## config.mk

```make
export PLATFORM = sky130hd
export DESIGN_NAME = timekeeper_hms
export DESIGN_NICKNAME = d
export VERILOG_FILES = /design/src/rtl/timekeeper_pkg.sv /design/src/rtl/mod_counter.sv /design/src/rtl/timekeeper_hms.sv
export SDC_FILE = /design/constraint.sdc
export NUM_CORES = 1
export LEC_CHECK = 0
export ABC_CLOCK_PERIOD_IN_PS = 2300
export CELL_PAD_IN_SITES_DETAIL_PLACEMENT = 1
export CELL_PAD_IN_SITES_GLOBAL_PLACEMENT = 2
export CORE_MARGIN = 2
export CORE_UTILIZATION = 22
export DETAILED_ROUTE_END_ITERATION = 16
export PLACE_DENSITY_LB_ADDON = 0.1
export SLEW_MARGIN = 10
export SYNTH_ARGS = -nofsm -noshare
export SYNTH_HDL_FRONTEND = slang
export SYNTH_SLANG_ARGS = --single-unit
```

## constraint.sdc

```tcl
create_clock -name clk -period 2.3 [get_ports clk]
set_input_delay 0.46 -clock clk [delete_from_list [all_inputs] [get_ports clk]]
set_output_delay 0.46 -clock clk [all_outputs]
set_load 0.01 [all_outputs]
```

## src/rtl/timekeeper_pkg.sv

```systemverilog
// Shared constants and the packed time bus for the time-of-day counter.
package timekeeper_pkg;

    localparam int DIGIT_W = 6;
    localparam logic [DIGIT_W-1:0] SEC_MAX = 6'd59;
    localparam logic [DIGIT_W-1:0] MIN_MAX = 6'd59;

    typedef struct packed {
        logic [DIGIT_W-1:0] hh;
        logic [DIGIT_W-1:0] mm;
        logic [DIGIT_W-1:0] ss;
    } hms_t;

endpackage

```

## src/rtl/mod_counter.sv

```systemverilog
// Modulo-N digit counter with load priority over increment.
module mod_counter
    import timekeeper_pkg::*;
#(
    parameter int WIDTH   = DIGIT_W,
    parameter int MODULUS = 60
) (
    input  logic             clk,
    input  logic             reset,
    input  logic             inc_i,
    input  logic             load_i,
    input  logic [WIDTH-1:0] load_val_i,
    output logic [WIDTH-1:0] value_o,
    output logic             tc_o
);

    localparam logic [WIDTH-1:0] LAST = WIDTH'(MODULUS - 1);

    logic [WIDTH-1:0] value_q;
    logic [WIDTH-1:0] value_d;

    assign tc_o    = (value_q == LAST);
    assign value_o = value_q;

    always_comb begin
        value_d = value_q;
        if (load_i) begin
            value_d = load_val_i;
        end else if (inc_i) begin
            value_d = tc_o ? '0 : value_q + 1'b1;
        end
    end

    always_ff @(posedge clk) begin
        if (reset) begin
            value_q <= '0;
        end else begin
            value_q <= value_d;
        end
    end

endmodule

```

## src/rtl/timekeeper_hms.sv

```systemverilog
// HH:MM:SS time-of-day counter with prescaler, checked load and day carry.
// Define TIMEKEEPER_ALARM_EN to build the latched alarm comparator.
module timekeeper_hms
    import timekeeper_pkg::*;
#(
    parameter int TICKS_PER_SEC = 1,
    parameter int HOURS_PER_DAY = 24
) (
    input  logic               clk,
    input  logic               reset,
    input  logic               en,
    input  logic               load,
    input  logic [DIGIT_W-1:0] ld_hh,
    input  logic [DIGIT_W-1:0] ld_mm,
    input  logic [DIGIT_W-1:0] ld_ss,
    output logic               load_err,
    output logic [DIGIT_W-1:0] hh,
    output logic [DIGIT_W-1:0] mm,
    output logic [DIGIT_W-1:0] ss,
    output logic               sec_en,
    output logic               mm_en,
    output logic               hh_en,
    output logic               day_en,
    input  logic               alarm_set,
    input  logic [DIGIT_W-1:0] alarm_hh,
    input  logic [DIGIT_W-1:0] alarm_mm,
    input  logic               alarm_ack,
    output logic               alarm
);

    localparam int PW = (TICKS_PER_SEC > 1) ? $clog2(TICKS_PER_SEC) : 1;
    localparam logic [PW-1:0] PRE_LAST = PW'(TICKS_PER_SEC - 1);
    localparam logic [DIGIT_W-1:0] HH_LAST = DIGIT_W'(HOURS_PER_DAY - 1);

    hms_t ld_v;
    logic [PW-1:0] pre_q;
    logic [PW-1:0] pre_d;
    logic tick, accept, tick_eff;
    logic ss_tc, mm_tc, hh_tc;
    logic mm_inc, hh_inc;
    logic sec_q, mm_en_q, hh_en_q, day_q, err_q;

    assign ld_v = '{hh: ld_hh, mm: ld_mm, ss: ld_ss};

    assign accept = load && (ld_v.ss <= SEC_MAX) &&
                    (ld_v.mm <= MIN_MAX) && (ld_v.hh <= HH_LAST);
    assign tick     = en && (pre_q == PRE_LAST);
    // An accepted load swallows a coincident tick
    assign tick_eff = tick && !accept;
    assign mm_inc   = tick_eff && ss_tc;
    assign hh_inc   = mm_inc && mm_tc;

    always_comb begin
        pre_d = pre_q;
        if (accept) begin
            pre_d = '0;
        end else if (en) begin
            pre_d = tick ? '0 : pre_q + 1'b1;
        end
    end

    always_ff @(posedge clk) begin
        if (reset) begin
            pre_q   <= '0;
            sec_q   <= 1'b0;
            mm_en_q <= 1'b0;
            hh_en_q <= 1'b0;
            day_q   <= 1'b0;
            err_q   <= 1'b0;
        end else begin
            pre_q   <= pre_d;
            sec_q   <= tick_eff;
            mm_en_q <= mm_inc;
            hh_en_q <= hh_inc;
            day_q   <= hh_inc && hh_tc;
            err_q   <= load && !accept;
        end
    end

    mod_counter #(.WIDTH(DIGIT_W), .MODULUS(int'(SEC_MAX) + 1)) u_ss (
        .clk        (clk),
        .reset      (reset),
        .inc_i      (tick_eff),
        .load_i     (accept),
        .load_val_i (ld_v.ss),
        .value_o    (ss),
        .tc_o       (ss_tc)
    );

    mod_counter #(.WIDTH(DIGIT_W), .MODULUS(int'(MIN_MAX) + 1)) u_mm (
        .clk        (clk),
        .reset      (reset),
        .inc_i      (mm_inc),
        .load_i     (accept),
        .load_val_i (ld_v.mm),
        .value_o    (mm),
        .tc_o       (mm_tc)
    );

    mod_counter #(.WIDTH(DIGIT_W), .MODULUS(HOURS_PER_DAY)) u_hh (
        .clk        (clk),
        .reset      (reset),
        .inc_i      (hh_inc),
        .load_i     (accept),
        .load_val_i (ld_v.hh),
        .value_o    (hh),
        .tc_o       (hh_tc)
    );

    assign sec_en   = sec_q;
    assign mm_en    = mm_en_q;
    assign hh_en    = hh_en_q;
    assign day_en   = day_q;
    assign load_err = err_q;

`ifdef TIMEKEEPER_ALARM_EN
    hms_t alarm_t_q;
    logic armed_q, alarm_q;
    logic [DIGIT_W-1:0] nxt_mm, nxt_hh;
    logic tick_match, load_match;

    // Time the coming tick lands on; only reaches :00 seconds on an ss wrap
    assign nxt_mm = mm_tc ? '0 : mm + 1'b1;
    assign nxt_hh = mm_tc ? (hh_tc ? '0 : hh + 1'b1) : hh;

    assign tick_match = mm_inc && (nxt_hh == alarm_t_q.hh) &&
                        (nxt_mm == alarm_t_q.mm);
    assign load_match = accept && (ld_v == alarm_t_q);

    always_ff @(posedge clk) begin
        if (reset) begin
            alarm_t_q <= '0;
            armed_q   <= 1'b0;
            alarm_q   <= 1'b0;
        end else if (alarm_set) begin
            alarm_t_q <= '{hh: alarm_hh, mm: alarm_mm, ss: '0};
            armed_q   <= 1'b1;
            alarm_q   <= 1'b0;
        end else if (alarm_ack) begin
            armed_q <= 1'b0;
            alarm_q <= 1'b0;
        end else if (armed_q && (tick_match || load_match)) begin
            alarm_q <= 1'b1;
        end
    end

    assign alarm = alarm_q;
`else
    logic unused_alarm_in;

    assign unused_alarm_in = ^{alarm_set, alarm_hh, alarm_mm, alarm_ack};
    assign alarm = 1'b0;
`endif

endmodule

```

; ---- After elaboration in Yosys (flattened, before gate mapping)
; Cells that the tools add are included.
[classes]
magnitude_cmp = 3
reduce_logical = 14
mux = 10
addsub = 4
n_bitwise = 1
n_eq_ne = 3
[ops]
columns = cell, n
row1 = 6-bit two-way mux, 9
row2 = "6-bit by 1-bit adder with 6-bit output, second input constant", 3
row3 = "6-bit == test, second input constant", 2
row4 = "6-bit less-or-equal comparator, second input constant", 2
row5 = 1-bit logical AND, 9
row6 = "6-bit by 5-bit == test with 1-bit output, second input constant", 1
row7 = "6-bit by 5-bit less-or-equal comparator with 1-bit output, second input constant", 1
row8 = 2-bit nonzero test, 3
row9 = 2-bit OR reduction, 1
row10 = "1-bit adder, second input constant", 1
row11 = 1-bit zero test, 1
row12 = 1-bit two-way mux, 1
row13 = 1-bit NOT, 1
[word_totals]
output_inout_bits = 24
input_bits = 36
regBits = 24
wordCells = 44

; ---- Longest topological paths before layout
; Gate-level depths: netlist of the first run.
[logic_depth]
ltp_word = 10
mapped_depth = 6
mapped_depth_nobuf = 5

; ---- Cells and area by module
; From an unflattened synthesis of the first run, not the netlist that was laid out.
[unflattened]
cells_unflattened = 159
area_unflattened_um2 = 1413.9
[by_module_without_submodules]
columns = mod, n_inst, area_each_um2, cells_per_inst
row1 = mod_counter at u_mm ..., 2, 380.4, 44
row2 = mod_counter at u_hh, 1, 377.9, 44
row3 = timekeeper_hms, 1, 275.3, 27

; ---- Worst setup path after synthesis of the first run
; No wires, ideal clock.
[synth_path]
path_type = reg-to-reg
startpoint = register u_mm.value_q[0] (netlist: u_mm.value_o[0])
endpoint = register u_hh.value_q[0] (netlist: u_hh.value_o[0])
path_slack_ns = 0.411
period_less_slack_ns = 1.889
n_path_buf = 1
stages_incl_launch_ff = 7
t_arrival_ns = 1.798
required_time_ns = 2.209
path_cell_list = dfxtp_1 -> ha_1 -> nand4_2 -> or2_0 -> clkbuf_2 -> or4_1 -> a311oi_1
[synth_via]
elab_chain_cells = 3
[synth_rtl]
columns = element, line
row1 = start: declaration, mod_counter.sv:19  ; logic [WIDTH-1:0] value_q;
row2 = start signal: assignment, mod_counter.sv:38  ; value_q <= value_d;
row3 = 6-bit == test, mod_counter.sv:22  ; assign tc_o = (value_q == LAST);
row4 = 1-bit logical AND, timekeeper_hms.sv:51  ; assign hh_inc = mm_inc && mm_tc;
row5 = 2-bit nonzero test (no source line), -
row6 = end signal: assignment, mod_counter.sv:38
row7 = end: declaration, mod_counter.sv:19
; No other way between the ends.
; A chain may end at the register's enable or synchronous reset.

; ---- Worst setup path after layout of the first run
[layout_path]
startpoint = register u_mm.value_q[0] (netlist: u_mm.value_o[0])
endpoint = register u_hh.value_q[3] (netlist: u_hh.value_o[3])
; Same word-level chain as after synthesis.

==> impl_results.md, run 1 <==
* Clock Latency Late Sink at 0.27 ns
* DIE HEIGHT at 80.35 µm
* Clock skew at 0.003696 ns
* Ys async rst share at 0
* # IOs at 60
* Unrepaired setup endpoints after global routing: false
* Synthesis-to-layout area growth at 48.88%
* Post-CTS Hold Buffers at 0
* Number of global-route vias before repair at 1412
* Design area at 1909 µm²
* Register area at 480.5 µm²
* Worst-margin pin slew at 0.6215 ns
* Routed WL per cell at 15.74 µm
* Detailed Route WL at 4329 µm
* First-pass GRT wire length at 7210 µm
* Req. time, crit path at 2.49 ns
* Detailed Routing Iterations Pass 1 at 4
* Area leader, netlist: dfxtp_1
* Hold path cells at 1
* Reg2reg start: u_mm.value_o[0]$_SDFFE_PP0P_
* Distinct cells, synth at 41
* PnR worst setup slack at 0.2033 ns
* Total gr overflow at 0
* Layout Nets at 243
* Pin count of the biggest net entering global routing at 24
* Initial Utilization at 0.2301
* Final setup vio count at 0
* Avg Cell Area, Syn at 8.274 µm²
* Antenna Nets Post-Route at 0
* Worst path slowest cell: or3_1
* Clock sinks at 24
* R2R Path End: u_hh.value_o[3]$_SDFFE_PP0P_
* DRC violations left at 0
* CP cell instances: ha_1, nand4_2, or3_1, or4_1, a311oi_1
* DP Worst Slack at -0.03168 ns
* CTS tree: built
* Worst setup SP type: flop
* Kind of critical path: reg2reg
* Pwr/cell area at 500.9 nW/µm²
* Ranking of synthesized cells by area: dfxtp_1 37%, a311oi_1 6.8%, nand2_1 4.7%
* Reg clk slew, reported paths at 0.10 ns
* Commonest non-fill, non-tap cells in the layout: 44 x clkdlybuf4s50_1, 24 x dfxtp_1, 16 x nand2_1, 16 x nor2_1, 10 x a311oi_1
* Via/cell ratio at 5.018
* Most common cell after layout, fill and taps aside: clkdlybuf4s50_1
* Fraction of the mapped netlist area in simple logic gates at 0.3132
* F_max at 476.9 MHz
* Initial antenna violation count at 0
* Adder-cell share of the synthesized area at 0.02927
* Post-Syn Nets at 194
* Number of I/O port buffers at 44
* Finished Layout Cells at 275
* Die area at 6456 µm²
* CP Buf/Inv Count at 0
* Synth Instances at 155
* VDD IR max at 0.2018 mV
* Antenna Cells at 0
* Rows at 27
* CP max stage delay at 0.45 ns
* Setup bufs post-CTS at 0
* Layout cells sized above 1 at 0.08374
* Post-synth EDFFs at 0
* Hold Fails Final Rpt at 0
* Crit end category: flop
* Placed instance count at 271
* Final TNS setup at 0 ns
* Cell Area, Synth at 1282 µm²
* Multiplexer share of the synthesized area at 0.007805
* First DRT Iteration DRCs at 27
* Kind of cell adding the most delay to the critical path: simple AND/OR/NAND/NOR gates
* Ys Warns at 0
* XOR/XNOR Fraction of Synth Area at 0.006829
* Area of the multi-input gates at 748.2 µm²
* Die outline width at 80.35 µm
* Clk buf depth at 2
* R2R setup slack at 0.20 ns
* Hold Crit Class: reg2reg
* # fillers at 676
* Outcome: complete, no violations
* LEAKAGE at 0.6811 nW
* Synth Area in Compound Gates at 0.2234
* Worst R2R Path Depth at 5
* H-tree levels at 1
* GP Congestion at 0.7820
* Worst min-delay path startpoint: pre_q$_SDFFE_PP0P_
* Post-CTS sizing at 0
* Min Clock Period, post-route at 2.097 ns
* Core area at 5574 µm²
* Max Slew Vio Count at 0
* Placed instance area at 1854 µm²
* CTS Root Cell: clkbuf_8
* Main combinational cell family by area after synthesis: simple AND/OR/NAND/NOR gates
* Total track usage at 0.1446
* Crit share post-route at 0.9116
* Post-DP HPWL at 3264 µm
* Largest fanout on the critical path at 5
* Rel. slew slack at 0.5798
* Yosys reg bits at 24
* Hold Path Sink: pre_q$_SDFFE_PP0P_
* Max-cap check violation count at 0
* Top cell type's share of synthesized area at 0.3746
* Seq/Total Area, Yosys at 0.3746
* Arr. time, crit path at 2.28 ns
* Leading register cell type out of synthesis: dfxtp_1
* Via count at 1380
* Inserted Clock Buffers at 3
## flip-flops by register name (all words and copies together) (netlist names)
| signal | count |
|---|---|
| u_hh.value_o | 6 |
| day_en | 1 |
| sec_en | 1 |
| hh_en | 1 |
| mm_en | 1 |
| u_ss.value_o | 6 |
| pre_q | 1 |
| load_err | 1 |
| u_mm.value_o | 6 |
## Yosys cell counts, types with 4 or more instances
cell type	n
or4_1	4
inv_1	4
nand3_1	7
dfxtp_1	24
a21oi_1	5
clkbuf_1	7
a311oi_1	10
nor2_1	16
o21ai_0	8
nand2_1	16
## cell type report
type / instances / share of cell area
multi-input cells: 118 / 0.3919
repair buffers: 53 / 0.2726
clock buffers: 4 / 0.02883
flip-flops and latches: 24 / 0.2516
well taps: 72 / 0.04718
inverters: 4 / 0.007864
## logic make-up after synthesis
| logic type | count (synthesis) |
|---|---|
| AND/OR/NAND/NOR | 73 |
| AO/OA/AOI/OAI | 39 |
| flip-flops | 24 |
| buffers and inverters | 13 |
| adder cells (fa/ha/maj) | 3 |
| other | 1 |
| XOR/XNOR | 1 |
| multiplexers | 1 |
## routing by layer
metal,global-route usage,vias to the layer above,wire [µm]
met2,0.2308,28,1975
met5,0,-,0
li1,-,676,-
met4,0.03559,0,36
met3,0.02247,4,150
met1,0.2026,672,2167
## report_power, final
part | switching, mW | internal (mW)
logic | 0.0753 | 0.108
registers | 0.0316 | 0.439
clock network | 0.150 | 0.153
## through the flow
stage | power, mW | utilization | hold WS [ns]
floorplan | 0.5462 | - | 0.4658
global placement | 0.6600 | 0.3327 | 0.4805
detailed placement | 0.6654 | 0.3327 | 0.4863
CTS | 0.9661 | 0.3425 | 0.5078
global route | 1.007 | 0.3425 | 0.5358
finish | 0.9563 | 0.3425 | 0.5074
## worst max path at each step
stage	to	slack [ns]	cells past startpoint	from
global route	u_mm.value_o[0]$_SDFFE_PP0P_	0.03	6	u_ss.value_o[0]$_SDFFE_PP0P_
global placement	u_hh.value_o[0]$_SDFFE_PP0P_	-0.007	5	en
CTS	u_hh.value_o[3]$_SDFFE_PP0P_	0.20	5	u_mm.value_o[0]$_SDFFE_PP0P_
floorplan	u_hh.value_o[0]$_SDFFE_PP0P_	0.41	6	u_mm.value_o[0]$_SDFFE_PP0P_
finish	u_hh.value_o[3]$_SDFFE_PP0P_	0.20	5	u_mm.value_o[0]$_SDFFE_PP0P_
detailed placement	u_mm.value_o[0]$_SDFFE_PP0P_	-0.03	6	en
Note: power is estimated with default switching activity, not from simulation.
==> inputs of run 2 (changes only) <==
--- a/config.mk
+++ b/config.mk
@@ -10,6 +10,7 @@
 export CELL_PAD_IN_SITES_GLOBAL_PLACEMENT = 2
 export CORE_MARGIN = 2
 export CORE_UTILIZATION = 22
+export CTS_BUF_LIST = sky130_fd_sc_hd__clkbuf_16
 export DETAILED_ROUTE_END_ITERATION = 16
 export PLACE_DENSITY_LB_ADDON = 0.1
 export SLEW_MARGIN = 10
==> impl_results.md, run 2 (same netlist as run 1, synthesis figures left out) <==
* Clk buf depth at 2 (unchanged)
* Clock sinks at 24 (unchanged)
* Most common cell after layout, fill and taps aside: clkdlybuf4s50_1
* Max Slew Vio Count at 0 (unchanged)
* Antenna Cells at 0 (unchanged)
* Post-CTS Hold Buffers at 0 (unchanged)
* CTS Root Cell: clkbuf_16
* Clock skew at 0.005046 ns (+0.001349 ns)
* Layout Nets at 243 (unchanged)
* Layout cells sized above 1 at 0.07882 (-0.004926)
* Largest fanout on the critical path at 5 (unchanged)
* Detailed Routing Iterations Pass 1 at 4 (unchanged)
* Number of I/O port buffers at 44 (unchanged)
* Kind of critical path: reg2reg
* Hold Crit Class: reg2reg
* CP Buf/Inv Count at 0 (unchanged)
* DP Worst Slack at -0.03168 ns (unchanged)
* Die outline width at 80.35 µm (unchanged)
* Worst min-delay path startpoint: pre_q$_SDFFE_PP0P_
* Total track usage at 0.1453 (+0.0007723)
* Worst setup SP type: flop
* Hold Path Sink: pre_q$_SDFFE_PP0P_
* First DRT Iteration DRCs at 37 (+37%)
* Pwr/cell area at 541.5 nW/µm² (+8.1%)
* Crit share post-route at 0.9045 (-0.007134)
* Placed instance area at 1854 µm² (unchanged)
* Req. time, crit path at 2.47 ns (-0.02 ns)
* Pin count of the biggest net entering global routing at 24 (unchanged)
* Via/cell ratio at 5.004 (-0.29%)
* Area of the multi-input gates at 748.2 µm² (unchanged)
* Post-DP HPWL at 3264 µm (unchanged)
* Final setup vio count at 0 (unchanged)
* Die area at 6456 µm² (unchanged)
* Met1 Resource Use GR at 0.2063 (+0.003679)
* DIE HEIGHT at 80.35 µm (unchanged)
* DRC violations left at 0 (unchanged)
* CP max stage delay at 0.45 ns (about the same)
* Antenna Nets Post-Route at 0 (unchanged)
* Layer carrying the most global-route usage: met2
* Rows at 27 (unchanged)
* # fillers at 673 (-0.44%)
* Met2 global-route usage at 0.2242 (-0.006667)
* Routed WL per cell at 15.80 µm (+0.39%)
* Initial Utilization at 0.2301 (unchanged)
* R2R Path End: u_hh.value_o[3]$_SDFFE_PP0P_
* Initial antenna violation count at 0 (unchanged)
* Setup bufs post-CTS at 0 (unchanged)
* Core area at 5574 µm² (unchanged)
* CP cell instances: ha_1, nand4_2, or3_1, or4_1, a311oi_1
* Synthesis-to-layout area growth at 50.73%
* Post-CTS sizing at 0 (unchanged)
* Kind of cell adding the most delay to the critical path: simple AND/OR/NAND/NOR gates
* Register area at 480.5 µm² (unchanged)
* Crit end category: flop
* Worst-margin pin slew at 0.6259 ns (+0.004336 ns)
* Clock Latency Late Sink at 0.26 ns (about the same)
* Hold Fails Final Rpt at 0 (unchanged)
* Worst path slowest cell: or3_1
* GP Congestion at 0.7820 (unchanged)
* # IOs at 60 (unchanged)
* Worst R2R Path Depth at 5 (unchanged)
* Min Clock Period, post-route at 2.080 ns (-0.01641 ns)
* H-tree levels at 1 (unchanged)
* Detailed Route WL at 4346 µm (+0.39%)
* Max-cap check violation count at 0 (unchanged)
* F_max at 480.7 MHz (+0.79%)
* Met3 Track Usage GR at 0.02247 (unchanged)
* Commonest non-fill, non-tap cells in the layout: 44 x clkdlybuf4s50_1, 24 x dfxtp_1, 16 x nand2_1, 16 x nor2_1, 10 x a311oi_1
* Arr. time, crit path at 2.25 ns (-0.03 ns)
* R2R setup slack at 0.22 ns (+0.02 ns)
* CTS tree: built
* Outcome: complete, no violations
* Inserted Clock Buffers at 3 (unchanged)
* Total gr overflow at 0 (unchanged)
* Hold path cells at 1 (unchanged)
* Unrepaired setup endpoints after global routing: false
* Design area at 1933 µm² (+1.2%)
* LEAKAGE at 0.6909 nW (+1.4%)
* Reg2reg start: u_mm.value_o[0]$_SDFFE_PP0P_
* Number of global-route vias before repair at 1400 (-0.85%)
* Via count at 1376 (-0.29%)
* Rel. slew slack at 0.5769 (-0.002931)
* VDD IR max at 0.2259 mV (+12%)
* First-pass GRT wire length at 7182 µm (-0.39%)
* Reg clk slew, reported paths at 0.07 ns (-0.03 ns)
* PnR worst setup slack at 0.2197 ns (+0.01641 ns)
-- run 2: changes by cell type in the layout (fill, tap and decap cells not counted) --
cell | before | now
clkinv_1 | 0 | 1
clkbuf_16 | 0 | 3
clkbuf_8 | 4 | 0
-- run 2: final cells by class --
| class | instances | area share |
|---|---|---|
| clock buffer | 3 | 0.03884 |
| clock inverter | 1 | 0.001942 |
| inverter | 4 | 0.007767 |
| multi-input combinational | 118 | 0.3871 |
| sequential | 24 | 0.2485 |
| tap | 72 | 0.04660 |
| timing repair buffer | 53 | 0.2693 |
-- run 2: metrics by stage --
step	utilization	power [mW]	instances	TNS (ns)	hold WS, ns
floorplan	-	0.5462	155	0	0.4658
global placement	0.3327	0.6600	271	-0.006631	0.4805
detailed placement	0.3327	0.6654	271	-0.08942	0.4863
CTS	0.3468	1.060	275	0	0.5037
global route	0.3468	1.095	275	0	0.5311
finish	0.3468	1.047	275	0	0.5024
-- run 2: worst max path at each step --
stage	from	end	depth (start not counted)
2_1_floorplan	u_mm.value_o[0]$_SDFFE_PP0P_	u_hh.value_o[0]$_SDFFE_PP0P_	6
3_3_place_gp	en	u_hh.value_o[0]$_SDFFE_PP0P_	5
3_5_place_dp	en	u_mm.value_o[0]$_SDFFE_PP0P_	6
4_1_cts	u_mm.value_o[0]$_SDFFE_PP0P_	u_hh.value_o[3]$_SDFFE_PP0P_	5
5_1_grt	u_ss.value_o[0]$_SDFFE_PP0P_	u_mm.value_o[0]$_SDFFE_PP0P_	6
6_report	u_mm.value_o[0]$_SDFFE_PP0P_	u_hh.value_o[3]$_SDFFE_PP0P_	5
-- run 2: report_power, final --
| group | total [mW] | leakage, nW | switching (mW) | internal (mW) |
|---|---|---|---|---|
| combinational | 0.183 | 0.456 | 0.0755 | 0.108 |
| sequential | 0.470 | 0.197 | 0.0313 | 0.439 |
| clock | 0.393 | 0.0385 | 0.160 | 0.233 |
| total | 1.05 | 0.691 | 0.267 | 0.780 |
-- run 2: metal layers --
metal  share of wire  wire length [µm]
met1            0.50              2192
met2            0.45              1969
met4          0.0058                25
met3           0.036               158
met5               0                 0
==> RTL edit: new RTL, flow settings as in run 1 <==
`DIGIT_W`: 6 -> 8.
--- a/src/rtl/timekeeper_pkg.sv
+++ b/src/rtl/timekeeper_pkg.sv
@@ -3,3 +3,3 @@
 
-    localparam int DIGIT_W = 6;
+    localparam int DIGIT_W = 8;
     localparam logic [DIGIT_W-1:0] SEC_MAX = 6'd59;
Ports: changed (8 resized); port bits go from 60 to 76. No check against the original RTL was run, so the function may have changed too.
==> RTL edit against run 1 <==
  * Total power up 13%
  * Non-clock buffer count rose by 26
  * Routed wire length rose by 23%
  * Worst setup slack better by 11 ps
  * Fmax rose by 0.54%
  * Synthesized area grew 25%
  * Sequential cell count is 6 higher
  * Clock power increased by 47%
  * Design area increased by 31%
  * Largest power group unchanged
==> RTL edit: results (changes against run 1) <==
Tot GR Track Use = 0.1407 (-0.003885)
Vias = 1698 (+23%)
I/O Buffers = 56 (+27%)
Met2 WL = 2.605 mm (+32%)
Worst reg2reg startpoint = u_ss.value_o[1]
Total Nets Final = 317 (+30%)
Compound-Gate Fraction of Synth Area = 0.1644 (-0.05897)
Synth-to-layout area growth = 57.01%
Multiplexer share of the synthesized area = 0.006265 (-0.001540)
DP Area = 0.002402 mm2 (+30%)
Num CTS Buffers = 5 (+2)
Adder-cell share of the synthesized area = 0.02349 (-0.005776)
R2R Path End = u_mm.value_o[3]
First-pass GRT wire length = 8.535 mm (+18%)
Leakage = 0.8926 nW (+31%)
Worst vdd ir = 0.1636 mV (-19%)
H-tree depth reported by CTS = 2 (+1)
Synth Net Count = 242 (+25%)
Synth unique cells = 45 (+9.8%)
Reg2reg path depth = 6 (+1)
Worst clock skew = 2.777 ps (-0.9193 ps)
Status = finished, final reports clean
WL met3 = 155 um (+3.3%)
WL met1 = 2.499 mm (+15%)
DR iter-0 viols = 55 (+100%)
Synth top area cells = dfxtp_1, nor2_1, a311oi_1
Xor and xnor area share after synthesis = 0.02741 (+0.02058)
Worst-path clk slew = 70 ps (-30 ps)
Routed WL = 5.322 mm (+23%)
Fraction of layout cells with a size suffix above 1 = 0.1487 (+0.06496)
HPWL after detailed placement = 4.093 mm (+25%)
Largest net degree at the start of global routing = 19 (-21%)
[RTL edit: cell count changes in the layout (fill, tap and decap cells not counted), moves of 4 or more]
cell,change
buf_4,+14
clkdlybuf4s50_1,+12
nor2_1,+11
a211oi_1,+6
a21oi_1,+6
dfxtp_1,+6
nor3_1,+6
nand4_1,+4
[RTL edit: how the worst max path moves through the flow]
stage,start,to,depth (start not counted)
floorplan,u_mm.value_o[0],u_hh.value_o[3],6
global placement,en,u_hh.value_o[0],7
detailed placement,en,u_hh.value_o[0],7
CTS,u_ss.value_o[1],u_mm.value_o[3],6
global route,u_ss.value_o[1],u_hh.value_o[7],6
finish,u_ss.value_o[1],u_mm.value_o[3],6
[RTL edit: routing by layer]
metal	GRT usage	up-vias
met3	0.03416	5
met4	0.04071	0
met2	0.2377	30
met5	0	-
met1	0.1778	803
li1	-	860
[RTL edit: report_power, final]
group / switching, mW / leakage (nW) / internal (mW)
Combinational: 0.0410 / 0.602 / 0.0669
Sequential: 0.00416 / 0.243 / 0.525
Clock: 0.202 / 0.0482 / 0.241
Total: 0.248 / 0.893 / 0.833
[RTL edit: cell type report]
cell class,instances,area share
Clock inverter,1,0.001995
Multi-Input combinational cell,149,0.3731
Sequential cell,30,0.2394
Clock buffer,7,0.03441
Inverter,3,0.004489
Tap cell,99,0.04938
Timing Repair Buffer,79,0.2973
[RTL edit: stage by stage]
step	utilization	instances	worst slack (ps)
after floorplan	-	193	342.3
after global placement	0.3366	358	-14.27
after detailed placement	0.3366	358	0.8593
after CTS	0.3494	366	132.1
after global routing	0.3515	368	44.25
final	0.3515	368	214.6
[RTL edit: logic make-up (layout without fill, tap and decap cells)]
group                      count (synthesis)  in the layout
AOI/OAI and AO/OA                         39             39
muxes                                      1              1
DFF                                       30             30
adders and majority gates                  3              3
and+or+nand+nor                          100            100
xor gates and xnor gates                   5              5
other                                      1              1
buffers and inverters                     14             90
[RTL edit: critical path, stage by stage (launching register included)]
cell and delay (ps):
dfxtp_1 410, ha_1 250, nor4b_4 330, and2_4 270, nand2_4 80, or4_1 410
a311oi_1 260
